File: src/rtl/div_arbiter.sv
// div_arbiter: round-robin scheduler sharing one sequential divider among N_REQ requesters
// Ports:
//   clk, rst                 clock, synchronous active-high reset
//   req, a_bus, b_bus        per-requester request level and packed operands
//   ack, res_q, res_r,       one-hot result strobe, quotient/remainder held until next ack,
//   res_err                  error flag (divide-by-zero or watchdog timeout)
//   busy                     high whenever not idle
//   div_start, div_a, div_b  start pulse and registered operands to the divider core
//   div_done, div_q, div_r   done level and results from the divider core
module div_arbiter #(
    parameter int N_REQ   = 4,
    parameter int W       = 16,
    parameter int TIMEOUT = 64
) (
    input  logic               clk,
    input  logic               rst,
    input  logic [N_REQ-1:0]   req,
    input  logic [N_REQ*W-1:0] a_bus,
    input  logic [N_REQ*W-1:0] b_bus,
    output logic [N_REQ-1:0]   ack,
    output logic [W-1:0]       res_q,
    output logic [W-1:0]       res_r,
    output logic               res_err,
    output logic               busy,
    output logic               div_start,
    output logic [W-1:0]       div_a,
    output logic [W-1:0]       div_b,
    input  logic               div_done,
    input  logic [W-1:0]       div_q,
    input  logic [W-1:0]       div_r
);
    localparam int IW = $clog2(N_REQ);
    localparam int CW = $clog2(TIMEOUT + 1);

    typedef enum logic [2:0] {IDLE, ISSUE, WAIT, CAPTURE, ZERO, DRAIN} state_t;

    state_t state, nstate;
    // gnt doubles as last_grant: it only changes at a grant, so both are always equal
    logic [IW-1:0] gnt, pick, idx;
    logic any;
    logic [W-1:0] sel_a, sel_b;
    logic [CW-1:0] wd;
    logic wd_hit;
    logic [N_REQ-1:0] ack_n;
    logic [W-1:0] q_n, r_n;
    logic err_n, busy_n, start_n;

    // Descending scan so the lowest offset after gnt is the last (winning) assignment
    always_comb begin
        pick = gnt;
        any = 1'b0;
        idx = '0;
        for (int k = N_REQ; k >= 1; k--) begin
            idx = IW'((int'(gnt) + k) % N_REQ);
            if (req[idx]) begin
                pick = idx;
                any = 1'b1;
            end
        end
    end

    assign sel_a = a_bus[int'(pick)*W +: W];
    assign sel_b = b_bus[int'(pick)*W +: W];
    // WAIT is entered with wd = 0, so this fires on the TIMEOUT-th WAIT cycle
    assign wd_hit = wd == CW'(TIMEOUT - 1);

    always_ff @(posedge clk) begin
        if (rst) begin
            state <= IDLE;
            gnt <= IW'(N_REQ - 1);
            wd <= '0;
            ack <= '0;
            res_q <= '0;
            res_r <= '0;
            res_err <= 1'b0;
            busy <= 1'b0;
            div_start <= 1'b0;
            div_a <= '0;
            div_b <= '0;
        end else begin
            state <= nstate;
            wd <= (state == WAIT) ? wd + CW'(1) : '0;
            ack <= ack_n;
            res_q <= q_n;
            res_r <= r_n;
            res_err <= err_n;
            busy <= busy_n;
            div_start <= start_n;
            if (state == IDLE && any)
                gnt <= pick;
            // Operands latched at grant; the divider copy is only loaded for a real division
            if (nstate == ISSUE) begin
                div_a <= sel_a;
                div_b <= sel_b;
            end
        end
    end

    always_comb begin
        nstate = state;
        case (state)
            IDLE:    if (any) nstate = (sel_b == '0) ? ZERO : ISSUE;
            ISSUE:   nstate = WAIT;
            WAIT:    if (div_done || wd_hit) nstate = CAPTURE;
            CAPTURE: nstate = DRAIN;
            ZERO:    nstate = IDLE;
            DRAIN:   if (!div_done) nstate = IDLE;
            default: nstate = IDLE;
        endcase
    end

    // Next values of the registered outputs; done takes priority over a same-cycle timeout
    always_comb begin
        ack_n = '0;
        q_n = res_q;
        r_n = res_r;
        err_n = res_err;
        busy_n = nstate != IDLE;
        start_n = nstate == ISSUE;
        if (nstate == ZERO) begin
            ack_n[pick] = 1'b1;
            q_n = '1;
            r_n = sel_a;
            err_n = 1'b1;
        end
        if (state == WAIT && nstate == CAPTURE) begin
            ack_n[gnt] = 1'b1;
            q_n = div_done ? div_q : '0;
            r_n = div_done ? div_r : '0;
            err_n = !div_done;
        end
    end
endmodule

File: config.mk
export PLATFORM = sky130hd
export DESIGN_NAME = div_arbiter
export DESIGN_NICKNAME = d
export VERILOG_FILES = /design/src/rtl/div_arbiter.sv
export SDC_FILE = /design/constraint.sdc
export NUM_CORES = 1
export LEC_CHECK = 0
export CELL_PAD_IN_SITES_DETAIL_PLACEMENT = 0
export CELL_PAD_IN_SITES_GLOBAL_PLACEMENT = 2
export CORE_UTILIZATION = 21
export CTS_CLUSTER_SIZE = 16
export DETAILED_ROUTE_END_ITERATION = 6
export PLACE_DENSITY_LB_ADDON = 0.1
export REMOVE_ABC_BUFFERS = 1
export SYNTH_ARGS = -nofsm -noshare
export SYNTH_HDL_FRONTEND = slang
export SYNTH_SLANG_ARGS = --single-unit
File: constraint.sdc
create_clock -name clk -period 3.6 [get_ports clk]
set_clock_uncertainty 0.05 [all_clocks]
set_input_delay 0.72 -clock clk [delete_from_list [all_inputs] [get_ports clk]]
set_output_delay 0.72 -clock clk [all_outputs]
set_load 0.005 [all_outputs]
### Word-level counts from Yosys, hierarchy flattened

Index checks and enable logic that the tools add are counted.

* output and inout bits: 71
* bits of input ports: 167
* bits in registers: 83
* word-level logic and storage cells: 82

* magnitude comparators: 8
* reduce and logical (&&, ||, !) cells: 11
* equal/unequal tests: 8
* shifts and indexed selects: 2
* bitwise logic cells: 2
* mux-type cells: 35
* add/sub/neg operators: 5

Operators with widths (number)
* indexed part select 64 x 7 -> 16 bit: 2
* two-way mux 16 bit: 6
* < comparator 2 x 3 -> 1 bit (second input constant): 6
* logical NOT 16 bit: 1
* case mux 3 bit (5 select lines): 1
* two-way mux 1 bit: 12
* two-way mux 3 bit: 4
* equality test 3 x 2 -> 1 bit (second input constant): 3
* binary-select mux 1 bit (select 2 bit): 4
* two-way mux 2 bit: 4
* two-way mux 4 bit: 2
* adder 7 x 1 -> 7 bit (second input constant): 1
* equality test 7 x 6 -> 1 bit (second input constant): 1
* equality test 3 x 1 -> 1 bit (second input constant): 2
* equality test 3 bit (second input constant): 2
* adder 2 x 1 -> 2 bit (second input constant): 2
* adder 2 bit (second input constant): 2
* demux 1 bit (select 2 bit): 2
* greater-or-equal comparator 2 x 1 -> 1 bit (second input constant): 2
* logical AND 1 bit: 4
* bitwise OR 4 bit: 1
* logical NOT 3 bit: 1
* nonzero test 3 bit: 1
* nonzero test 2 bit: 1
* 4 further kinds: 4

### Depth between registers and ports, before layout

* depth in word-level cells: 16
* depth in mapped cells: 13
* depth with buffers taken out: 9

### Worst setup path before layout

No wires, ideal clock.

* kind: register to register
* start: register gnt[1]
* end: register res_q[2]
* library setup time: 80 ps
* cell stages (with the launch flop): 13
* setup slack: 185 ps
* path buffers: 3
* data arrival time: 3285 ps
* data required time: 3470 ps
* clock period less this slack: 3415 ps
* path through: dfxtp_1 > inv_1 > ha_1 > mux2_2 > a211oi_1 > or2_1 > buf_4 > mux2i_1 > a41oi_1 > or4_1 > buf_2 > buf_6 > a211oi_2

* cells in the longest elaborated chain, start to end: 15
* elaborated cells between the ends (all ways): 30
* those cells by class: add/sub: 4; eq/ne: 2; shift: 1; mux: 20; reduce/logical: 3

Ends and longest elaborated chain
* start, declared: line 39 `logic [IW-1:0] gnt, pick, idx;`
* start signal, assigned: line 70 `gnt <= IW'(N_REQ - 1);`
* start signal, assigned: line 90 `gnt <= pick;`
* adder 2 x 1 -> 2 bit: line 54 `idx = IW'((int'(gnt) + k) % N_REQ);`
* binary-select mux 1 bit (select 2 bit): line 55 `if (req[idx]) begin`
* two-way mux 1 bit (implied by the code): line 55
* two-way mux 2 bit (4 in series): line 55
* indexed part select 64 x 7 -> 16 bit: line 63 `assign sel_b = b_bus[int'(pick)*W +: W];`
* logical NOT 16 bit: line 102 `IDLE: if (any) nstate = (sel_b == '0) ? ZERO : ISSUE;`
* two-way mux 3 bit: line 102
* two-way mux 3 bit *: line 102
* case mux 3 bit (5 select lines) *: line 101 `case (state)`
* equality test 3 x 2 -> 1 bit: line 126 `if (state == WAIT && nstate == CAPTURE) begin`
* logical AND 1 bit: line 126
* two-way mux 16 bit or nonzero test 2 bit (tied branches)
* end signal, assigned: line 84 `res_q <= q_n;`
* end, declared: line 21 `output logic [W-1:0] res_q,`

Every way passes the cells marked *; elsewhere a longest branch is shown, timed or not. The select of a mux whose other input is x is not followed.
A chain may end at the register's enable or synchronous reset.

### Worst setup path after layout

* start: input req[1]
* end: register res_err

* cells in the longest elaborated chain, start to end: 14
* elaborated cells between the ends (all ways): 26
* those cells by class: eq/ne: 2; shift: 1; mux: 20; reduce/logical: 3

Ends and longest elaborated chain
* start, declared: line 17 `input logic [N_REQ-1:0] req,`
* binary-select mux 1 bit (select 2 bit): line 55
* two-way mux 1 bit (implied by the code): line 55
* two-way mux 2 bit (4 in series): line 55
* indexed part select 64 x 7 -> 16 bit: line 63
* logical NOT 16 bit: line 102
* two-way mux 3 bit: line 102
* two-way mux 3 bit *: line 102
* case mux 3 bit (5 select lines) *: line 101
* equality test 3 x 2 -> 1 bit: line 126
* logical AND 1 bit: line 126
* two-way mux 1 bit or nonzero test 2 bit (tied branches)
* end signal, assigned: line 86 `res_err <= err_n;`
* end, declared: line 23 `output logic res_err,`

Marked as above.

==> out/results.ini <==
[clock_network]
cts.sinks = 83
cts_max_level = 3
ctsHoldBuffers = 0
tritoncts = built
path_clk_slew_ns = 0.07
cts_inserted_buffers = 9
cts_setup_buffers = 0
cts_root_buffer = clkbuf_16
clock_latency_ns = 0.35
cts_buffer_depth = 2

[global_routing]
grt.busiest_layer = met2
grt_pass1_vias = 5606
grtUsageMet2_pct = 26.8
grt.total_usage_pct = 15.4
grt-ovfl-total = 0
grtUsageMet1_pct = 18.2
grt_pass1_wl_um = 30600
grt_max_degree = 76
antenna_found_initial = 0
use_met3_pct = 5.11

[placement]
post_dp_cell_area_um2 = 8200
io_buffers = 237
dp.cells = 1164
globalplace.congestion = 0.838
dpl_worst_slack_ns = -0.286
dp_hpwl_um = 15200

[worst_setup_path]
cp-end-kind = flip-flop
crit_type = input port to flip-flop
cp.arrival_ns = 3.61
cp.required_ns = 3.81
start_kind = input port
path_max_fanout = 18

[floorplan]
core_area_um2 = 24300
start_util_pct = 21.4
dieArea_um2 = 25400
io_pins = 238
dieHeight_um = 160
die_w_um = 160
rows = 57

[sta]
rsz0062_at_grt = false
timing.final.crit_share_pct = 94.7
relSlewSlack_pct = 39.1
fin_setup_tns_ns = 0
finalWorstSetupSlack_ns = 0.192
whs_ns = 0.395
fin_crit_ns = 3.41
hold_violations = 0
slew_viol_final = 0
fmax_mhz = 293
worst_slew_pin_slew_ns = 0.911
setup_viol = 0

[yosys]
yosys_warnings = 0
syn_avg_cell_area_um2 = 8.60
synth_async_sr_flop_share_pct = 0
syn_inst = 606
ys.flop_type = dfxtp_1
ys_types = 50
syn_area_um2 = 5210
ys_ff_latch = 83
ys_seq_area_share_pct = 31.9
synth-edff-count = 0

[cells_and_area]
drive_above_1_share_pct = 13.8
final_cell_mix = 233 x clkdlybuf4s50_1, 83 x dfxtp_1, 76 x nand2_1
finalInstanceArea_um2 = 8510
fin_cells = 1180
syn_to_final_growth_pct = 63.4
nets = 1023
diodes = 0
mostFrequentLayoutCell = clkdlybuf4s50_1

[drt]
routedWlPerCell_um = 16.8
drc = 0
vias_per_cell = 4.60
dr.pass1.iters = 4
ant_nets = 0
drt_iter0_drc = 243
vias = 5430
drt_wl_total_um = 19800

[power_and_ir_drop]
power_density_nw_per_um2 = 669
ir_drop_v = 0.000228
p_leak_nw = 3.43

[min_path]
hp-class = flip-flop to flip-flop

[outcome]
outcome = complete, no violations

[run]
cap_violations = 0

-- what timing repair did --
item                       4_1_cts  5_1_grt
gates resized for setup          0        8
hold endpoints to repair         0        0
setup endpoints to repair        0       19
-- worst paths after layout --
path                        from                    to  slack, ns  cells after the start
min             wd[0]$_SDFF_PP0_      wd[0]$_SDFF_PP0_       0.39                      1
max reg2reg  gnt[1]$_SDFFE_PP1P_  res_err$_SDFFE_PP0P_       0.34                     13
max                       req[1]  res_err$_SDFFE_PP0P_       0.19                     11
min reg2reg     wd[0]$_SDFF_PP0_      wd[0]$_SDFF_PP0_       0.39                      1
-- Yosys cell counts (2+ instances only) --
library cell  instances  area share (%)
a211o_1               4            0.67
a211oi_1              8             1.2
a211oi_2              9             2.2
a21oi_1              41             3.9
a221oi_1              3            0.50
a311o_1               7             1.3
a311oi_1              6             1.0
and3_1               17             2.0
buf_1                 2            0.14
buf_2                 5            0.48
buf_6                 6             1.3
clkbuf_1             41             3.0
dfxtp_1              83              32
ha_1                  5             1.2
inv_1                 9            0.65
mux2_1                7             1.5
mux2_2                4            0.86
mux2i_1              31             6.0
mux4_2               19             8.2
nand2_1              76             5.5
nand2b_1             59             7.1
nand3_1               4            0.38
nand3b_1              4            0.58
nand4_1              16             1.9
nor2_1               57             4.1
nor2b_1               7            0.84
nor3_1                4            0.38
nor4_1                2            0.24
o211a_1              17             3.3
o21a_1                2            0.29
o21ai_0              10            0.96
o41ai_1               4            0.67
or2_1                 2            0.24
or2_2                 4            0.48
or3_1                 2            0.24
or4_1                12             1.7
xnor2_1               3            0.50
xor2_1                2            0.34
-- registers in the layout, summed over array words and instances (netlist names) --
register	flops
wd	7
div_start	1
busy	1
ack	4
res_q	16
div_a	16
div_b	16
state	3
res_r	16
res_err	1
gnt	2
-- through the flow --
step | utilization (%) | power (mW)
floorplan | - | 3.10
global placement | 33.7 | 4.81
detailed placement | 33.7 | 4.83
CTS | 34.9 | 5.79
global route | 35.0 | 6.13
finish | 35.0 | 5.69
-- layer usage --
metal | wire, um | share of wire [%]
met3 | 1530 | 7.7
met2 | 9520 | 48
met4 | 181 | 0.92
met1 | 8540 | 43
met5 | 0 | 0
-- cells by family (layout without fill, tap and decap cells) --
kind of cell,count (synthesis),after routing,share of synthesized area (%)
compound gates,121,121,18.0
xor+xnor,5,5,0.841
fa+ha+maj,5,5,1.20
buf+inv,64,314,5.67
flops,83,83,31.9
mux,61,61,16.5
simple gates,267,267,25.9
-- final cells by class --
cell class / instances / area, um2
fillers: 2519 / 15800
multi-input cells: 459 / 3290
repair buffers: 289 / 2840
flip-flops and latches: 83 / 1660
inverters: 9 / 33.8
clock buffers: 10 / 229
clock inverters: 6 / 48.8
well taps: 324 / 405
-- report_power, final --
part           switching, mW  total, mW  internal (mW)
registers              0.165       1.37           1.21
clock network          0.429      0.906          0.477
logic                   1.58       3.41           1.83
total                   2.17       5.69           3.52
-- critical path: stages --
cell and delay (ns):
clkdlybuf4s50_1 0.56, mux2_1 0.19, o32ai_2 0.13, buf_12 0.16, or4_1 0.42, a221oi_2 0.27, buf_4 0.15, o211ai_1 0.11
or4_4 0.45, buf_6 0.19, a221oi_1 0.24
(Power assumes the default switching activity.)
